`src/rtl/core_pkg.sv`:
```
// rtl/core_pkg.sv - shared core types and instruction field constants
package core_pkg;

  localparam int DEF_AW = 16;
  localparam int DEF_IW = 16;

  localparam int OP_MSB    = 15;
  localparam int OP_LSB    = 12;
  localparam int FUNCT_MSB = 2;
  localparam int FUNCT_LSB = 0;

  typedef enum logic [1:0] {
    IDLE  = 2'd0,
    FETCH = 2'd1,
    WAIT  = 2'd2,
    HOLD  = 2'd3
  } fetch_state_t;

endpackage

```
`src/rtl/pc_next_sel.sv`:
```
// rtl/pc_next_sel.sv - next-PC priority mux: jump over branch over increment
module pc_next_sel #(
  parameter int AW = 16
) (
  input  logic [AW-1:0] i_pc,
  input  logic          i_jump,
  input  logic          i_pcsrc,
  input  logic [AW-1:0] i_branch_target,
  input  logic [AW-1:0] i_jump_target,
  output logic [AW-1:0] o_next_pc,
  output logic [AW-1:0] o_pcplus1
);

  logic [AW-1:0] w_pcplus1;

  // Unsigned AW-bit add; carry out is dropped so the PC wraps to zero.
  assign w_pcplus1 = i_pc + {{(AW-1){1'b0}}, 1'b1};
  assign o_pcplus1 = w_pcplus1;

  always_comb begin
    o_next_pc = w_pcplus1;
    if (i_jump) begin
      o_next_pc = i_jump_target;
    end else if (i_pcsrc) begin
      o_next_pc = i_branch_target;
    end
  end

endmodule

```
`src/rtl/instr_fetch.sv`:
```
// rtl/instr_fetch.sv - fetch stage: PC, imem handshake and instruction register
module instr_fetch
  import core_pkg::*;
#(
  parameter int            AW       = DEF_AW,
  parameter int            IW       = DEF_IW,
  parameter logic [AW-1:0] RESET_PC = '0
) (
  input  logic          clk,
  input  logic          rst_n,
  output logic          imem_req,
  output logic [AW-1:0] imem_addr,
  input  logic          imem_gnt,
  input  logic          imem_rvalid,
  input  logic [IW-1:0] imem_rdata,
  output logic          instr_valid,
  output logic [IW-1:0] instr,
  output logic [3:0]    op,
  output logic [2:0]    funct,
  output logic [AW-1:0] pc,
  output logic [AW-1:0] pcplus1,
  input  logic          retire,
  input  logic          pcsrc,
  input  logic          jump,
  input  logic [AW-1:0] branch_target,
  input  logic [AW-1:0] jump_target
);

  fetch_state_t  r_state;
  fetch_state_t  w_state_nxt;
  logic          w_ld_instr;
  logic          w_ld_pc;
  logic [AW-1:0] r_pc;
  logic [AW-1:0] w_next_pc;
  logic [AW-1:0] w_pcplus1;
  logic [IW-1:0] r_instr;

  pc_next_sel #(
    .AW(AW)
  ) u_pc_next_sel (
    .i_pc            (r_pc),
    .i_jump          (jump),
    .i_pcsrc         (pcsrc),
    .i_branch_target (branch_target),
    .i_jump_target   (jump_target),
    .o_next_pc       (w_next_pc),
    .o_pcplus1       (w_pcplus1)
  );

  always_ff @(posedge clk or negedge rst_n) begin
    if (!rst_n) begin
      r_state <= IDLE;
    end else begin
      r_state <= w_state_nxt;
    end
  end

  // Responses are only honoured in WAIT, so a stale rvalid seen in FETCH is dropped.
  always_comb begin
    w_state_nxt = r_state;
    w_ld_instr  = 1'b0;
    w_ld_pc     = 1'b0;
    case (r_state)
      IDLE: w_state_nxt = FETCH;
      FETCH: begin
        if (imem_gnt) begin
          w_state_nxt = WAIT;
        end
      end
      WAIT: begin
        if (imem_rvalid) begin
          w_ld_instr  = 1'b1;
          w_state_nxt = HOLD;
        end
      end
      HOLD: begin
        if (retire) begin
          w_ld_pc     = 1'b1;
          w_state_nxt = FETCH;
        end
      end
      default: w_state_nxt = IDLE;
    endcase
  end

  always_ff @(posedge clk or negedge rst_n) begin
    if (!rst_n) begin
      r_pc <= RESET_PC;
    end else if (w_ld_pc) begin
      r_pc <= w_next_pc;
    end
  end

  always_ff @(posedge clk or negedge rst_n) begin
    if (!rst_n) begin
      r_instr <= '0;
    end else if (w_ld_instr) begin
      r_instr <= imem_rdata;
    end
  end

  assign imem_req    = (r_state == FETCH);
  assign instr_valid = (r_state == HOLD);
  assign imem_addr   = r_pc;
  assign pc          = r_pc;
  assign pcplus1     = w_pcplus1;
  assign instr       = r_instr;
  assign op          = r_instr[OP_MSB:OP_LSB];
  assign funct       = r_instr[FUNCT_MSB:FUNCT_LSB];

endmodule

```
`config.mk`:
```
export PLATFORM = sky130hd
export DESIGN_NAME = instr_fetch
export DESIGN_NICKNAME = d
export VERILOG_FILES = /design/src/rtl/core_pkg.sv /design/src/rtl/pc_next_sel.sv /design/src/rtl/instr_fetch.sv
export SDC_FILE = /design/constraint.sdc
export NUM_CORES = 1
export LEC_CHECK = 0
export ABC_CLOCK_PERIOD_IN_PS = 2500
export CELL_PAD_IN_SITES_DETAIL_PLACEMENT = 1
export CELL_PAD_IN_SITES_GLOBAL_PLACEMENT = 1
export CORE_ASPECT_RATIO = 0.7
export CORE_MARGIN = 4
export CORE_UTILIZATION = 28
export CTS_CLUSTER_DIAMETER = 120
export DETAILED_ROUTE_END_ITERATION = 8
export GPL_TIMING_DRIVEN = 0
export PLACE_DENSITY = 0.92
export SLEW_MARGIN = 20
export SYNTH_ARGS = -nofsm -noshare
export SYNTH_HDL_FRONTEND = slang
export SYNTH_HIERARCHICAL = 1
export SYNTH_SLANG_ARGS = --single-unit
```
`constraint.sdc`:
```
create_clock -name clk -period 2.5 [get_ports clk]
set_clock_uncertainty 0.2 [all_clocks]
set_input_delay 0.5 -clock clk [delete_from_list [all_inputs] [get_ports clk]]
set_output_delay 0.5 -clock clk [all_outputs]
set_load 0.02 [all_outputs]
```
After elaboration in Yosys (flattened, before gate mapping):

Cells that the tools add are included.

* flip-flop bits (word level): 34
* input port bits: 55
* output and inout bits: 73
* logic and storage cells: 22

* add/sub/neg operators: 1
* equal/unequal tests: 6
* multiplexer cells: 10
* reductions and logical operators: 2

Operators by type and width (count)
* $mux 16: 2
* $add 16x1->16 const B: 1
* $pmux 2 s4: 1
* $mux 2: 3
* $eq 2x2->1 const B: 2
* $mux 1: 4
* $ne 2x1->1 const B: 2
* $reduce_and 3->1: 1
* $eq 2x1->1 const B: 1
* $logic_not 2->1: 1
* $ne 2x2->1 const B: 1

Logic depth before layout (Yosys ltp):

* depth after elaboration: 3
* gate-level depth with buffers: 6
* mapped depth without buffers: 6

By module:

Netlist, hierarchy kept.

By module, submodules not included
* instr_fetch: times used 1, cells each 105, area an instance 1500.2 um^2, seq. area each 850.8 um^2
* pc_next_sel: times used 1, cells each 116, area an instance 739.5 um^2, seq. area each 0.0 um^2

Worst setup path before layout:

Ideal clock, no wire load.

* kind: reg-to-output
* from: register r_pc[0], in the netlist imem_addr[0]
* to: output port pcplus1[14]
* data arrival time: 1671 ps
* required time: 1800 ps
* path slack: 129 ps
* stages on the path, launching flop included: 5
* path buffers: 0
* path through: dfrtp_1 -> ha_1 -> nand4_1 -> nor4_4 -> xor2_1

* word-level cells in the longest chain between the ends: 1

RTL lines
* start: declaration: RTL line instr_fetch.sv:33 `logic [AW-1:0] r_pc;`
* start signal: assignment: RTL line instr_fetch.sv:90 `r_pc <= w_next_pc;`
* $add 16x1->16: RTL line pc_next_sel.sv:17 `assign w_pcplus1 = i_pc + {{(AW-1){1'b0}}, 1'b1};`
* end: declaration: RTL line instr_fetch.sv:21 `output logic [AW-1:0] pcplus1,`

Every way passes these cells.

Worst setup path after layout:

* from: register r_pc[0], in the netlist imem_addr[0]
* to: output port pcplus1[13]

The elaborated chain is that of the path after synthesis.

==> summary.json <==
{
  "status": "finished with violations",
  "violations": "setup timing",
  "post-dp-hpwl_um": 6870,
  "synth_area_sq_mm": 0.00224,
  "fp.coreArea_sq_mm": 0.00755,
  "ys_top_cells_by_area": "sky130_fd_sc_hd__dfrtp_1 38%, sky130_fd_sc_hd__mux2_2 17%, sky130_fd_sc_hd__buf_4 7.7%",
  "worst-endpoint-required_ns": 1.80,
  "final_cell_count_no_fill": 485,
  "detail_route.wirelength_um": 9200,
  "initialDrtViolationCount": 82,
  "routed-via-count": 2327,
  "worstPathMaxFanout": 4,
  "finalHoldViolations": 0,
  "average_wire_length_per_cell_after_detail_routing_um": 19.0,
  "synthesis.instances": 221,
  "vdd_ir_drop_max_uv": 722,
  "grt_setup_unrepaired": "true",
  "number_of_nets_with_antenna_violations_after_routing": 0,
  "nFillCells": 865,
  "post_synthesis_cell_type_count": 37,
  "final.hold.worst_slack_ns": 0.311,
  "max_cap_violations": 0,
  "cts-buffers-inserted": 5,
  "relSlewSlack_pct": 58.1,
  "gpl.final_weighted_congestion": 0.755,
  "total_neg_setup_slack_ns": -0.0648,
  "setup_viol": 2,
  "clock_tree_buffer_depth": 2,
  "hold_start": "instr[7]",
  "synth-edff-count": 0,
  "ctsRootBufferMaster": "sky130_fd_sc_hd__clkbuf_16",
  "synth-warning-count": 6,
  "cts.reportedPaths.clkPinSlew_ns": 0.06,
  "tightest_pin_transition_ns": 0.629,
  "synth-seq-cells": 34,
  "global_route.usage.total_pct": 18.2,
  "avgViaCountPerCell": 4.80,
  "class_of_the_most_critical_setup_path": "reg -> out",
  "postLayoutCoreUtil_pct": 54.4,
  "async_flop_share_pct": 100,
  "netlist_top_cells_count": "34 x sky130_fd_sc_hd__dfrtp_1, 33 x sky130_fd_sc_hd__mux2_2, 23 x sky130_fd_sc_hd__buf_4",
  "cts_max_level": 2,
  "chipWidth_um": 115,
  "die_h_um": 82.8,
  "yosysSeqAreaShare_pct": 38.0,
  "grt_max_degree": 19,
  "synth_top_flop_cell": "sky130_fd_sc_hd__dfrtp_1",
  "design_power_total_mw": 5.50,
  "worstHoldPathType": "reg -> reg",
  "source_to_sink_clock_delay_at_the_later_pin_of_the_worst_skew_pair_ns": 0.27,
  "nets": 447,
  "fp.dieArea_sq_mm": 0.00952,
  "areaGrowthSynthToFinish_pct": 83.4,
  "slew_violations": 0,
  "post-place-cells": 447,
  "p_leak_nw": 1.80,
  "final_layout_size_suffix_gt1_share_pct": 33.9,
  "achievable-frequency_ghz": 0.393,
  "fin_ws_ns": -0.0437,
  "grt_first_pass_wirelength_um": 13700,
  "floorplan.io_pins": 128,
  "synth_nets": 281,
  "antenna_diodes": 0,
  "post-synth-top-count-cell": "sky130_fd_sc_hd__dfrtp_1",
  "end_kind": "output pin",
  "critPathArrivalTime_ns": 1.84,
  "dr.pass1.iters": 4,
  "critical_path.reg2reg.startpoint": "imem_addr[0]",
  "placement_rows": 26,
  "numClockSinks": 34,
  "drc": 0,
  "grt_pass1_vias": 2501,
  "cellPowerDensity_mw_per_mm2": 1340,
  "final_period_minus_worst_setup_slack_ns": 2.54,
  "avgSynthCellArea_sq_um": 10.1,
  "number_of_antenna_violations_at_the_first_check_in_global_routing": 0,
  "count_of_buffers_from_port_buffering": 127,
  "startpoint_type": "flip-flop",
  "initial_core_util_pct": 29.7,
  "period_utilisation_layout_pct": 102,
  "grt_overflow": 0,
  "critPathLaunch": "imem_addr[0]",
  "yosysTopAreaCell": "sky130_fd_sc_hd__dfrtp_1",
  "synth_top_area_share_pct": 38.0,
  "tritoncts": "built"
}
[registers in the layout, summed over array words and instances (netlist names)]
register,count
r_state,2
instr,16
imem_addr,16
[layout by cell type (no fill, tap or decap), types with 3 or more instances in the layout]
master and count:
sky130_fd_sc_hd__clkdlybuf4s50_1 112, sky130_fd_sc_hd__buf_4 51, sky130_fd_sc_hd__mux2_2 33, sky130_fd_sc_hd__dfrtp_1 23
sky130_fd_sc_hd__nand2_1 20, sky130_fd_sc_hd__inv_1 13, sky130_fd_sc_hd__dfrtp_2 11, sky130_fd_sc_hd__mux2i_1 8
sky130_fd_sc_hd__buf_6 8, sky130_fd_sc_hd__nand3_1 7, sky130_fd_sc_hd__xnor2_1 6, sky130_fd_sc_hd__o21ai_0 6
sky130_fd_sc_hd__buf_2 5, sky130_fd_sc_hd__clkbuf_16 5, sky130_fd_sc_hd__dlygate4sd2_1 5, sky130_fd_sc_hd__xor2_1 5
sky130_fd_sc_hd__nor2_1 5, sky130_fd_sc_hd__nor3_1 5, sky130_fd_sc_hd__ha_1 4, sky130_fd_sc_hd__clkbuf_2 4
sky130_fd_sc_hd__a22oi_1 4, sky130_fd_sc_hd__o22ai_1 4, sky130_fd_sc_hd__a21oi_1 4, sky130_fd_sc_hd__nand4_1 3
sky130_fd_sc_hd__nor4_4 3
[worst max-delay path, stage by stage, from the launching register on]
cell and delay (ns):
sky130_fd_sc_hd__dfrtp_2 0.43, sky130_fd_sc_hd__buf_6 0.13, sky130_fd_sc_hd__nand4_1 0.15, sky130_fd_sc_hd__buf_6 0.19, sky130_fd_sc_hd__nor4_4 0.28, sky130_fd_sc_hd__xor2_1 0.22
sky130_fd_sc_hd__buf_4 0.18
[where the power goes]
group | total [mW] | switching, mW | internal (mW)
Combinational | 3.71 | 1.76 | 1.96
Sequential | 1.21 | 0.360 | 0.851
Clock | 0.580 | 0.221 | 0.359
[through the flow]
| stage | setup slack, ns | instance area [sq um] |
|---|---|---|
| after floorplan | 0.129 | 2240 |
| after global placement | -0.448 | 3630 |
| after detailed placement | -0.493 | 3660 |
| after CTS | -0.0262 | 3970 |
| after global routing | -0.0772 | 4110 |
| final | -0.0437 | 4110 |
[routing by layer]
layer	routed length, um	GRT usage (%)	vias to the layer above
li1	-	-	1085
met1	3850	23.1	1148
met2	4650	31.3	84
met3	556	3.92	10
met4	138	4.58	0
met5	0	0	-
[cells by family (layout without fill, tap and decap cells)]
| logic type | Yosys count | count (layout) | share of synthesized area [%] |
|---|---|---|---|
| buf+inv | 44 | 210 | 11.4 |
| xor+xnor | 12 | 12 | 4.69 |
| simple gates | 58 | 58 | 15.0 |
| fa+ha+maj | 5 | 5 | 2.79 |
| compound gates | 27 | 27 | 7.93 |
| mux | 41 | 41 | 20.2 |
| flops | 34 | 34 | 38.0 |
[worst paths after layout]
| kind | slack (ns) | endpoint | depth (start not counted) |
|---|---|---|---|
| max | -0.04 | pcplus1[13] | 6 |
| min | 0.31 | instr[7] | 1 |
| max reg2reg | 0.26 | imem_addr[12] | 8 |
| min reg2reg | 0.31 | instr[7] | 1 |
| max in group asynchronous | 1.06 | imem_addr[3] | 3 |
| min in group asynchronous | 0.56 | imem_addr[13] | 2 |
[repair_timing]
action | in CTS | in global routing
endpoints found under the hold margin | 5 | 0
pin swaps | 7 | 7
hold buffers | 1 | 0
setup endpoints to repair | 16 | 14
buffers inserted | 15 | 15
resized for setup | 58 | 21
[cell type report]
type                            count  area [sq um]  area share, %
Multi-Input combinational cell    143          1200           29.3
Clock inverter                      2          10.0          0.244
Inverter                           13          48.8           1.19
Timing Repair Buffer              159          1520           36.9
Clock buffer                        5           125           3.05
Sequential cell                    34           865           21.0
Tap cell                           98           123           2.99
Buffer                             31           215           5.24
Note: power is estimated with default switching activity, not from simulation.
==> patch: new RTL, same flow settings <==
Reset style: synchronous (`rst_n`), changed in 3 clocked blocks.
--- a/src/rtl/instr_fetch.sv
+++ b/src/rtl/instr_fetch.sv
@@ -47,7 +47,7 @@
     .o_pcplus1       (w_pcplus1)
   );
 
-  always_ff @(posedge clk or negedge rst_n) begin
+  always_ff @(posedge clk) begin
     if (!rst_n) begin
       r_state <= IDLE;
     end else begin
@@ -83,7 +83,7 @@
     endcase
   end
 
-  always_ff @(posedge clk or negedge rst_n) begin
+  always_ff @(posedge clk) begin
     if (!rst_n) begin
       r_pc <= RESET_PC;
     end else if (w_ld_pc) begin
@@ -91,7 +91,7 @@
     end
   end
 
-  always_ff @(posedge clk or negedge rst_n) begin
+  always_ff @(posedge clk) begin
     if (!rst_n) begin
       r_instr <= '0;
     end else if (w_ld_instr) begin
Check against the original RTL: differs if rst_n is asserted again (counterexample within 4 cycles, from zero or initial values and one cycle with rst_n low); with rst_n held inactive, the same outputs for 10 cycles.
==> patch against the unedited design <==
Worst hold slack worse by 0.046 ns. Synthesized area up 0.89%. Cell area down 2.7%. Sequential cell count unchanged. Via count up 17%. Setup slack better by 0.083 ns. Wire length up 9.8%. Largest cell class unchanged.
Power is not compared: it rests on default switching activity, and its combinational part moved more than twofold at a synthesized area within 25%.
==> patch: results (changes against the unedited design) <==
- All-Layer GR Usage: 19.9% (was 18.2%)
- Vias after detailed routing: 2722 (was 2327)
- Diodes inserted: 0 (unchanged)
- Maximum number of pins on one net before global-route repair: 11 (was 19)
- Synthesis warning total: 6 (unchanged)
- Worst rel slew slack: 52.9% (was 58.1%)
- Power density relative to cell area: 492 nW/µm²
- Post-synth top cells: sky130_fd_sc_hd__nand2_1, sky130_fd_sc_hd__dfxtp_1, sky130_fd_sc_hd__buf_4 (was sky130_fd_sc_hd__dfrtp_1, sky130_fd_sc_hd__mux2_2, sky130_fd_sc_hd__buf_4)
- Crit path DAT: 1.76 ns (was 1.84 ns)
- Placed cells: 526 (was 447)
- Flip-flop and latch power: 656 µW
- Summed area of non-filler cells in the final layout: 4000 µm² (was 4110 µm²)
- Top flip-flop cell by instance count after synthesis: sky130_fd_sc_hd__dfxtp_1 (was sky130_fd_sc_hd__dfrtp_1)
- Area contributors post-synth: sky130_fd_sc_hd__dfxtp_1, sky130_fd_sc_hd__nand2_1, sky130_fd_sc_hd__buf_4 (was sky130_fd_sc_hd__dfrtp_1, sky130_fd_sc_hd__mux2_2, sky130_fd_sc_hd__buf_4)
- Met3 global-route usage: 4.30% (was 3.92%)
- Met2 Wirelength: 5300 µm (was 4650 µm)
- Net count reported at finish: 507 (was 447)
- Via count of the first global-routing pass: 2880 (was 2501)
- Met2 Resource Use GR: 34.9% (was 31.3%)
- Leakage component of the power: 0.00161 µW
- Largest fanout on the critical path: 8 (was 4)
- CTS clk-pin slew, worst paths: 0.05 ns
- Syn Inst Count: 298 (was 221)
- Result of the run: completed (was finished, violations left)
- Number of nets in the synthesized netlist: 358 (was 281)
- Unique cell type count in the Yosys netlist: 42 (was 37)
- Sw frac: 32.3%
- DP Area: 3660 µm² (about the same)
- Placer's final routability congestion estimate: 0.837 (was 0.755)
- Pre-antenna DRT Iters: 4 (unchanged)
- CTS HTree Levels: 2 (unchanged)
- Layout cells sized above 1: 19.9% (was 33.9%)
- Sum of routed wire segments on met1: 4060 µm (was 3850 µm)
- Library cell used as clock root buffer: sky130_fd_sc_hd__clkbuf_16 (unchanged)
- Non-filler instance count after layout: 549 (was 485)
- Highest metal layer with signal wires: met4 (unchanged)
- Clock latency on the worst-skew pair: between 0.2 and 0.3 ns
- Placed wire-length estimate after detailed placement: 7380 µm (was 6870 µm)
- Final-layout fill cell count: 963 (was 865)
- Detail-routed net length per standard cell: 18.4 µm (was 19.0 µm)
- Share of power burned in the clock network: between 30% and 40%
- First DRT Iteration DRCs: 141 (was 82)
- Sequential area share after synthesis: 30.1% (was 38.0%)
- Worst slack, placed: -0.488 ns (was -0.493 ns)
- Detailed route wirelength on metal3: 489 µm (was 556 µm)
- Async set-reset flop share out of synthesis: 0% (was 100%)
- Met1 Use GR: 23.9% (was 23.1%)
- Antenna violations before repair: 0 (unchanged)
- Global-route wire length before repair: 15200 µm (was 13700 µm)
- IR drop worst, VDD: 0.336 mV
## patch: cell count changes in the layout (fill, tap and decap cells not counted), sizes merged, moves of 6 or more
cell    unedited run  this run
dfxtp              0        34
dfrtp             34         0
nand2             20        86
clkbuf            11        17
buf               66        50
mux2              33         1
a21boi             0        32
## patch: worst paths after layout
| check | start | to | slack, ns | depth (start not counted) |
|---|---|---|---|---|
| worst max-delay path | imem_addr[0] | pcplus1[10] | 0.04 | 6 |
| worst min-delay path | instr[5] | instr[5] | 0.26 | 2 |
| worst max register to register | r_state[0] | imem_addr[3] | 0.47 | 5 |
| worst min register to register | instr[5] | instr[5] | 0.26 | 2 |
## patch: worst max-delay path: stages, from the launching register on
cell,delay (ns)
sky130_fd_sc_hd__dfxtp_4,0.39
sky130_fd_sc_hd__ha_4,0.18
sky130_fd_sc_hd__nand4_1,0.10
sky130_fd_sc_hd__buf_6,0.16
sky130_fd_sc_hd__o31a_1,0.25
sky130_fd_sc_hd__or2_1,0.25
sky130_fd_sc_hd__buf_6,0.15
## patch: area by class of cell
cell class / instances / share of cell area, %
Multi-Input combinational cell: 213 / 33.7
Clock inverter: 1 / 0.125
Buffer: 37 / 5.98
Inverter: 13 / 1.25
Tap cell: 101 / 3.16
Clock buffer: 7 / 3.57
Sequential cell: 34 / 18.0
Timing Repair Buffer: 143 / 34.2
## patch: what timing repair did
action	CTS	global route
setup buffers	5	11
setup endpoints to repair	18	15
resized for setup	54	23
pin swaps	6	5
## patch: cell families (layout without fill, tap and decap cells)
kind of cell               count (synthesis)  after routing  share of synthesized area [%]
muxes                                      9              9                           4.04
xor gates and xnor gates                  12             12                           4.65
and+or+nand+nor                          128            128                           27.0
DFF                                       34             34                           30.1
adders and majority gates                  5              5                           2.77
buffers and inverters                     51            201                           12.9
AOI/OAI and AO/OA                         59             59                           18.5
